### src/rtl/video_timing_gen.sv
// video_timing_gen: runtime-reprogrammable raster timing generator.
// Free-running h/v counters walk the frame described by the active timing
// set. A new timing set arrives on a valid/ready port, is checked, parked in
// a shadow register and swapped in only at the last pixel of a frame, so
// every frame is produced entirely under one timing set. All outputs are
// registered one cycle behind the counters.
//
// Config handshake: a word transfers on any rising clk_pix edge where
// cfg_valid && cfg_ready. The source holds cfg_valid and the fields stable
// until that edge; the block never drops a word, it only stalls it by
// holding cfg_ready low while a checked word is waiting to be applied.
// A word that fails the ordering check still transfers (cfg_ready stays
// high) but is discarded and flagged by a one-cycle cfg_err pulse.
module video_timing_gen #(
  parameter int unsigned CW         = 12,
  parameter int unsigned H_ACT_END  = 1279,
  parameter int unsigned H_SYNC_STA = 1287,
  parameter int unsigned H_SYNC_END = 1319,
  parameter int unsigned H_LINE     = 1359,
  parameter int unsigned V_ACT_END  = 719,
  parameter int unsigned V_SYNC_STA = 726,
  parameter int unsigned V_SYNC_END = 734,
  parameter int unsigned V_SCREEN   = 740,
  parameter logic        H_POL      = 1'b0,
  parameter logic        V_POL      = 1'b0
) (
  input  logic          clk_pix,
  input  logic          rst_pix,
  input  logic          cfg_valid,
  output logic          cfg_ready,
  input  logic [CW-1:0] cfg_h_act_end,
  input  logic [CW-1:0] cfg_h_sync_sta,
  input  logic [CW-1:0] cfg_h_sync_end,
  input  logic [CW-1:0] cfg_h_line,
  input  logic [CW-1:0] cfg_v_act_end,
  input  logic [CW-1:0] cfg_v_sync_sta,
  input  logic [CW-1:0] cfg_v_sync_end,
  input  logic [CW-1:0] cfg_v_screen,
  input  logic          cfg_h_pol,
  input  logic          cfg_v_pol,
  output logic          cfg_err,
  output logic [CW-1:0] sx,
  output logic [CW-1:0] sy,
  output logic          hsync,
  output logic          vsync,
  output logic          de,
  output logic          line_start,
  output logic          frame_start
);

  // Config slot state: IDLE = slot free, PEND = checked word waiting for
  // the frame boundary. cfg_ready is a direct decode of this state.
  typedef enum logic {
    ST_IDLE = 1'b0,
    ST_PEND = 1'b1
  } state_t;

  state_t state, state_nxt;

  // Active timing set.
  logic [CW-1:0] act_h_act_end, act_h_sync_sta, act_h_sync_end, act_h_line;
  logic [CW-1:0] act_v_act_end, act_v_sync_sta, act_v_sync_end, act_v_screen;
  logic          act_h_pol, act_v_pol;

  // Shadow timing set, valid while state == ST_PEND.
  logic [CW-1:0] shd_h_act_end, shd_h_sync_sta, shd_h_sync_end, shd_h_line;
  logic [CW-1:0] shd_v_act_end, shd_v_sync_sta, shd_v_sync_end, shd_v_screen;
  logic          shd_h_pol, shd_v_pol;

  logic [CW-1:0] h, v;
  logic          accept, cfg_ok, h_end, v_end, boundary, apply;

  assign cfg_ready = (state == ST_IDLE);
  assign accept    = cfg_valid && cfg_ready;
  assign cfg_ok    = (cfg_h_act_end  <  cfg_h_sync_sta) &&
                     (cfg_h_sync_sta <  cfg_h_sync_end) &&
                     (cfg_h_sync_end <= cfg_h_line)     &&
                     (cfg_v_act_end  <  cfg_v_sync_sta) &&
                     (cfg_v_sync_sta <  cfg_v_sync_end) &&
                     (cfg_v_sync_end <= cfg_v_screen);
  assign h_end     = (h == act_h_line);
  assign v_end     = (v == act_v_screen);
  assign boundary  = h_end && v_end;
  // Only a word that was already pending when the boundary cycle began is
  // applied, so a word accepted on the boundary waits a whole frame.
  assign apply     = (state == ST_PEND) && boundary;

  // Slot state register.
  always_ff @(posedge clk_pix) begin
    if (rst_pix) state <= ST_IDLE;
    else         state <= state_nxt;
  end

  // Slot next-state: fill on a good accept, empty on apply.
  always_comb begin
    state_nxt = state;
    case (state)
      ST_IDLE: if (accept && cfg_ok) state_nxt = ST_PEND;
      ST_PEND: if (boundary)         state_nxt = ST_IDLE;
      default: state_nxt = ST_IDLE;
    endcase
  end

  // Shadow capture of a checked config word.
  always_ff @(posedge clk_pix) begin
    if (rst_pix) begin
      shd_h_act_end  <= '0;
      shd_h_sync_sta <= '0;
      shd_h_sync_end <= '0;
      shd_h_line     <= '0;
      shd_v_act_end  <= '0;
      shd_v_sync_sta <= '0;
      shd_v_sync_end <= '0;
      shd_v_screen   <= '0;
      shd_h_pol      <= 1'b0;
      shd_v_pol      <= 1'b0;
    end else if (accept && cfg_ok) begin
      shd_h_act_end  <= cfg_h_act_end;
      shd_h_sync_sta <= cfg_h_sync_sta;
      shd_h_sync_end <= cfg_h_sync_end;
      shd_h_line     <= cfg_h_line;
      shd_v_act_end  <= cfg_v_act_end;
      shd_v_sync_sta <= cfg_v_sync_sta;
      shd_v_sync_end <= cfg_v_sync_end;
      shd_v_screen   <= cfg_v_screen;
      shd_h_pol      <= cfg_h_pol;
      shd_v_pol      <= cfg_v_pol;
    end
  end

  // Active timing set: defaults on reset, shadow copy at the frame boundary.
  always_ff @(posedge clk_pix) begin
    if (rst_pix) begin
      act_h_act_end  <= CW'(H_ACT_END);
      act_h_sync_sta <= CW'(H_SYNC_STA);
      act_h_sync_end <= CW'(H_SYNC_END);
      act_h_line     <= CW'(H_LINE);
      act_v_act_end  <= CW'(V_ACT_END);
      act_v_sync_sta <= CW'(V_SYNC_STA);
      act_v_sync_end <= CW'(V_SYNC_END);
      act_v_screen   <= CW'(V_SCREEN);
      act_h_pol      <= H_POL;
      act_v_pol      <= V_POL;
    end else if (apply) begin
      act_h_act_end  <= shd_h_act_end;
      act_h_sync_sta <= shd_h_sync_sta;
      act_h_sync_end <= shd_h_sync_end;
      act_h_line     <= shd_h_line;
      act_v_act_end  <= shd_v_act_end;
      act_v_sync_sta <= shd_v_sync_sta;
      act_v_sync_end <= shd_v_sync_end;
      act_v_screen   <= shd_v_screen;
      act_h_pol      <= shd_h_pol;
      act_v_pol      <= shd_v_pol;
    end
  end

  // Raster counters; the apply cycle is always a wrap to h=v=0.
  always_ff @(posedge clk_pix) begin
    if (rst_pix) begin
      h <= '0;
      v <= '0;
    end else if (h_end) begin
      h <= '0;
      v <= v_end ? '0 : v + CW'(1);
    end else begin
      h <= h + CW'(1);
    end
  end

  // Rejected-config pulse, one cycle after the offending transfer.
  always_ff @(posedge clk_pix) begin
    if (rst_pix) cfg_err <= 1'b0;
    else         cfg_err <= accept && !cfg_ok;
  end

  // Registered raster outputs, one cycle behind h/v.
  always_ff @(posedge clk_pix) begin
    if (rst_pix) begin
      sx          <= '0;
      sy          <= '0;
      de          <= 1'b0;
      line_start  <= 1'b0;
      frame_start <= 1'b0;
      hsync       <= ~H_POL;
      vsync       <= ~V_POL;
    end else begin
      sx          <= h;
      sy          <= v;
      de          <= (h <= act_h_act_end) && (v <= act_v_act_end);
      line_start  <= (h == '0);
      frame_start <= (h == '0) && (v == '0);
      hsync       <= ((h >= act_h_sync_sta) && (h < act_h_sync_end)) ^ ~act_h_pol;
      vsync       <= ((v >= act_v_sync_sta) && (v < act_v_sync_end)) ^ ~act_v_pol;
    end
  end

endmodule

### config.mk
export PLATFORM = sky130hd
export DESIGN_NAME = video_timing_gen
export DESIGN_NICKNAME = d
export VERILOG_FILES = /design/src/rtl/video_timing_gen.sv
export SDC_FILE = /design/constraint.sdc
export NUM_CORES = 1
export LEC_CHECK = 0
export ABC_CLOCK_PERIOD_IN_PS = 5200
export BUFFER_PORTS_ARGS = -buffer_cell sky130_fd_sc_hd__buf_2
export CORE_ASPECT_RATIO = 1.4
export CORE_MARGIN = 2
export CORE_UTILIZATION = 40
export DETAILED_ROUTE_END_ITERATION = 8
export GPL_TIMING_DRIVEN = 0
export PLACE_DENSITY_LB_ADDON = 0.25
export SYNTH_ARGS = -nofsm -noshare
export SYNTH_HDL_FRONTEND = slang
export SYNTH_SLANG_ARGS = --single-unit
### constraint.sdc
create_clock -name clk_pix -period 5.2 [get_ports clk_pix]
set_input_delay 0.26 -clock clk_pix [delete_from_list [all_inputs] [get_ports clk_pix]]
set_output_delay 0.26 -clock clk_pix [all_outputs]
set_load 0.01 [all_outputs]
# --- Yosys cells after proc, flatten, opt, wreduce, memory -nomap -nowiden ---
# Index checks and enable logic that the tools add are counted.
totals:
  reg_bits: 251
  in_bits: 101
  output_inout_bits: 31
  word_cells: 74
op_classes:
  addsub: 2
  magnitude_cmp: 12
  n_eq_ne: 2
  mux: 4
  bitwise: 5
  n_reduce_logical: 18
op_table:
  columns: ["operator", "count"]
  rows:
  - ["12-bit less-than comparator", 6]
  - ["12-bit <= comparator", 4]
  - ["12-bit by 1-bit adder with 12-bit output, second input constant", 2]
  - ["12-bit equality test", 2]
  - ["12-bit >= comparator", 2]
  - ["12-bit zero test", 2]
  - ["1-bit logical AND", 14]
  - ["12-bit 2-to-1 mux", 1]
  - ["1-bit NOT", 3]
  - ["1-bit 2-to-1 mux", 2]
  - ["1-bit case mux with 2 select lines", 1]
  - ["2-bit OR reduction", 1]
  - ["1-bit bitwise XOR", 2]
  - ["1-bit zero test", 1]

# --- Depth between registers and ports, before layout ---
depth:
  depth_word: 9
  depth_mapped: 12
  mapped_depth_nobuf: 9

# --- Least setup slack after synthesis ---
# No wires, ideal clock.
synth_timing:
  path_type: "input to register"
  startpoint: "in cfg_h_sync_sta[11]"
  endpoint: "reg shd_h_act_end[10]"
  setup_ns: 0.072
  t_arrival_ns: 2.129
  required_time_ns: 5.128
  setup_slack_ns: 3.000
  path_stages: 11
  n_path_buf: 3
  path_cell_list: "inv_1 > ha_1 > nand4_1 > or4_1 > o211ai_2 > nor3_2 > nand3_1 > buf_4 > buf_6 > buf_6 > mux2i_1"
synth_between:
  elab_chain_cells: 7
  elab_cells_between_ends: 8
  cone_classes: "2 x order compare; 6 x reduce/logical"
synth_lines:
  columns: ["item", "line_no", "rtl"]
  rows:
  - ["from (decl)", "32", "input logic [CW-1:0] cfg_h_sync_sta,"]
  - ["12-bit less-than comparator, on equally long branches", "75, 76", null]
  - ["1-bit logical AND *", "75", "assign cfg_ok = (cfg_h_act_end < cfg_h_sync_sta) &&"]
  - ["1-bit logical AND *", "76", "(cfg_h_sync_sta < cfg_h_sync_end) &&"]
  - ["1-bit logical AND *", "77", "(cfg_h_sync_end <= cfg_h_line) &&"]
  - ["1-bit logical AND *", "78", "(cfg_v_act_end < cfg_v_sync_sta) &&"]
  - ["1-bit logical AND *", "79", "(cfg_v_sync_sta < cfg_v_sync_end) &&"]
  - ["1-bit logical AND *", "117", "end else if (accept && cfg_ok) begin"]
  - ["to (signal assigned)", "118", "shd_h_act_end <= cfg_h_act_end;"]
  - ["to (decl)", "66", "logic [CW-1:0] shd_h_act_end, shd_h_sync_sta, shd_h_sync_end, shd_h_line;"]
# Every way passes the cells marked *; elsewhere a longest branch is shown, timed or not.
# A chain may end at the register's enable or synchronous reset.

# --- Worst setup path in the final report ---
layout_timing:
  startpoint: "reg h[2]"
  endpoint: "reg act_h_sync_sta[2]"
layout_between:
  elab_chain_cells: 3
layout_lines:
  columns: ["item", "line_no", "rtl"]
  rows:
  - ["from (decl)", "70", "logic [CW-1:0] h, v;"]
  - ["from (signal assigned)", "167", "h <= h + CW'(1);"]
  - ["12-bit equality test", "81", "assign h_end = (h == act_h_line);"]
  - ["1-bit logical AND", "83", "assign boundary = h_end && v_end;"]
  - ["1-bit logical AND", "86", "assign apply = (state == ST_PEND) && boundary;"]
  - ["to (signal assigned)", "135", "act_h_sync_sta <= CW'(H_SYNC_STA);"]
  - ["to (signal assigned)", "146", "act_h_sync_sta <= shd_h_sync_sta;"]
  - ["to (decl)", "61", "logic [CW-1:0] act_h_act_end, act_h_sync_sta, act_h_sync_end, act_h_line;"]
# No other way between the ends.

==> results by group <==
Die
  • Placement Rows: 77
  • Die W: 155 um
  • Initial core utilization: approximately two fifths
  • Die H: around 220 um
  • Core Footprint: 0.0315 mm2
  • IO Pins: 132
  • Die area: 0.0334 mm2

Synth
  • Synthesized instance count: 1516
  • Sequential fraction of the synthesis area: 39.3%
  • Mapped Avg Cell Area: ~8.4 um2
  • Post-Syn Area: ~0.013 mm2
  • Synth unique cells: 52
  • Area leader, netlist: dfxtp_1
  • Ys flop type: dfxtp_1
  • Most frequent cell after synthesis: nand2_1
  • Post-synth EDFFs: 0
  • Synth warnings: 0
  • Syn Nets: 1759
  • Synth area leaders: dfxtp_1, ha_1, nand2_1, mux2i_1, inv_1
  • Async set or reset register ratio after synthesis: 0%
  • Top cell type's share of synthesized area: 39.3%
  • Post-synth top cells: nand2_1, dfxtp_1, ha_1, inv_1, mux2i_1
  • Post-synthesis register bit count: 251

Cells and area
  • Register area: 0.00502 mm2
  • Area Overhead vs Synth: 21.8%
  • Design area: 0.0156 mm2
  • Area of the multi-input gates: 0.00686 mm2
  • Nets@finish: ~2000
  • Ant. Diodes: 0
  • Fill cells: 3007
  • Share of cells above drive strength 1: 12.8%

Timing
  • Final setup viols: 0
  • Final setup TNS: 0 ns
  • RSZ-0062 raised after global routing: false
  • Post-layout min period: between 3 and 4 ns
  • F_max: 0.324 GHz
  • Final hold vios: 0
  • Slew headroom: 46.5%
  • Tcrit/Tclk final: 59.4%
  • Max-slew violations: 0
  • Worst-Margin Slew: 0.792 ns
  • Skew final: approximately 0.025 ns

Clocking
  • Clock buffer depth: 3
  • Skew-Pair Late Insertion Delay: between 0.5 and 0.6 ns
  • Total CTS buffers: 27
  • CTS tree: built
  • Clock Sinks: 251
  • H-tree depth: 1
  • CTS clk-pin slew, worst paths: 0.06 ns
  • Root buf cell: clkbuf_16

Setup path
  • Critical path launch point type: flop
  • Worst R2R Setup Slack: 2.11 ns
  • WP buf/inv: 3
  • Setup Crit Path Kind: flop to flop
  • Crit-path cells: clkbuf_1 > xnor2_1 > nand4_1 > nor3_4 > nand4_2 > nor2_2 > buf_4 > buf_2 > o211ai_1
  • Critical-path top delay cell: nor2_2
  • R2r startpoint: h[2]$_SDFF_PP0_
  • Setup crit end kind: flop
  • Critical path arrival: 3.49 ns
  • Reg2reg end: act_h_sync_sta[2]$_SDFFE_PP1P_
  • Largest stage delay on the critical path: roughly 0.47 ns
  • Crit Path Max Fanout: 10
  • Crit path max-delay family: simple AND/OR/NAND/NOR gates
  • Worst reg2reg path depth: 9
  • Worst Path Required: 5.60 ns

Power
  • PwrDens: around 270 mW/mm2
  • P_leak: 7.70 nW
  • Peak supply drop: 0.000213 V

Route
  • DR iter-0 viols: 508
  • Routed vias/inst: just over 5
  • Routed wire length: 39.7 mm
  • Pre-antenna DRT Iters: 5
  • Wire per inst: 18.3 um
  • Post-route ant nets: 0
  • DRC violations left: 0
  • Via count: 11222

Hold path
  • WHS Path Cells: 3
  • Hold Path End: shd_h_sync_end[3]$_SDFFE_PP0P_
  • Hold_sp: cfg_h_sync_end[3]
  • Hold Path Class: primary input to flop

Global route
  • Largest net degree at the start of global routing: 15
  • Initial antenna violation count: 0
  • Total GRT Usage: 23.8%
  • First-pass GRT wire length: 61.5 mm
  • Vias in the first global route: ~12000
  • GR Overflow Total: 0

Outcome
  • Status: finished, final reports clean

Job
  • Max Cap Violations: 0

Place
  • Post-place instance area: 0.0139 mm2
  • Port buffer count: 131
  • Routability Congestion: 0.896
  • HPWL Detailed: slightly above 30 mm
==> cells by family after synthesis <==
family / Yosys count / share of synthesized area (%)
buf+inv: 215 / 7.13
mux: 99 / 7.75
simple gates: 573 / 19.6
compound gates: 193 / 9.46
xor+xnor: 43 / 2.94
fa+ha+maj: 142 / 13.9
flops: 251 / 39.3
==> routing by layer <==
layer	wire length [um]	up-vias	track usage (%)
met5	0	-	0
met4	1880	0	11.5
met3	1540	108	2.47
met2	20500	316	45.1
met1	15800	5260	26.2
li1	-	5538	-
==> through the flow <==
step	worst slack, ns	hold slack (ns)	util (%)	instances	power [mW]
after floorplan	3.00	0.399	-	1516	2.18
after global routing	1.86	0.00144	49.5	2166	4.40
final	2.11	0.00572	49.5	2166	4.26
after global placement	2.06	0.443	44.3	2042	2.33
after CTS	2.06	0.000767	49.5	2166	4.29
after detailed placement	2.08	0.447	44.3	2042	2.33
==> final cells by class <==
class / count / share of cell area [%]
buffer: 72 / 2.41
clock buffer: 35 / 4.91
clock inverter: 14 / 0.795
inverter: 143 / 3.44
multi-input combinational: 1050 / 44.0
sequential: 251 / 32.2
tap: 395 / 3.17
timing repair buffer: 206 / 9.03
==> power breakdown <==
part / internal [mW] / leakage [nW] / switching (mW)
sequential: 1.94 / 2.03 / 0.0155
combinational: 0.162 / 5.23 / 0.221
clock: 1.09 / 0.444 / 0.824
==> worst reg2reg max path: cells and delay by family (launching register included) <==
kind                   cells  cell delay, ns
AND/OR/NAND/NOR            4            1.32
AO/OA/AOI/OAI              1            0.12
buffers and inverters      3            0.91
flip-flops                 1            0.41
XOR/XNOR                   1            0.17
==> timing repair <==
| action | CTS | global route |
|---|---|---|
| gates resized for setup | 0 | 0 |
| hold endpoints to repair | 75 | 0 |
| hold buffers | 75 | 0 |
| setup buffers | 0 | 0 |
==> how the worst max path moves through the flow <==
stage	startpoint	end	slack, ns	depth (start not counted)
after floorplan	cfg_h_sync_sta[11]	shd_h_act_end[10]$_SDFFE_PP0P_	3.00	11
after global placement	h[2]$_SDFF_PP0_	act_h_sync_sta[2]$_SDFFE_PP1P_	2.06	9
after detailed placement	h[2]$_SDFF_PP0_	act_v_act_end[7]$_SDFFE_PP1P_	2.08	9
after CTS	h[2]$_SDFF_PP0_	act_h_sync_sta[2]$_SDFFE_PP1P_	2.06	9
after global routing	h[2]$_SDFF_PP0_	act_h_sync_end[2]$_SDFFE_PP1P_	1.86	9
final	h[2]$_SDFF_PP0_	act_h_sync_sta[2]$_SDFFE_PP1P_	2.11	9
==> registers in the layout (all words and copies together), names as in the netlist, 12 cells and up <==
| name | cells |
|---|---|
| shd_h_sync_sta | 12 |
| act_h_act_end | 12 |
| sx | 12 |
| act_h_sync_sta | 12 |
| act_h_sync_end | 12 |
| shd_h_act_end | 12 |
| shd_v_act_end | 12 |
| act_h_line | 12 |
| sy | 12 |
| shd_v_sync_end | 12 |
| act_v_act_end | 12 |
| shd_h_sync_end | 12 |
| h | 12 |
| shd_v_sync_sta | 12 |
| shd_h_line | 12 |
| v | 12 |
| act_v_sync_sta | 12 |
| act_v_screen | 12 |
| shd_v_screen | 12 |
| act_v_sync_end | 12 |
==> cell usage in the layout (no fill, tap or decap), drive strengths merged, types with 3 or more instances in the layout <==
cell         count
or3              4
clkbuf          74
o21ai           22
xor2            24
nand3           30
o211ai          45
o31ai            3
nand4           29
and3             9
nor3b            3
dfxtp          251
nor4            11
clkinv          11
dlygate4sd3     75
buf            164
mux2i           99
nand2b           7
a211oi           8
ha             142
a21o            14
a211o            6
a21oi           82
nor2b           24
nor2            49
inv            144
nand2          384
nor3            14
xnor2           19
Power figures use the tool's default switching activity.
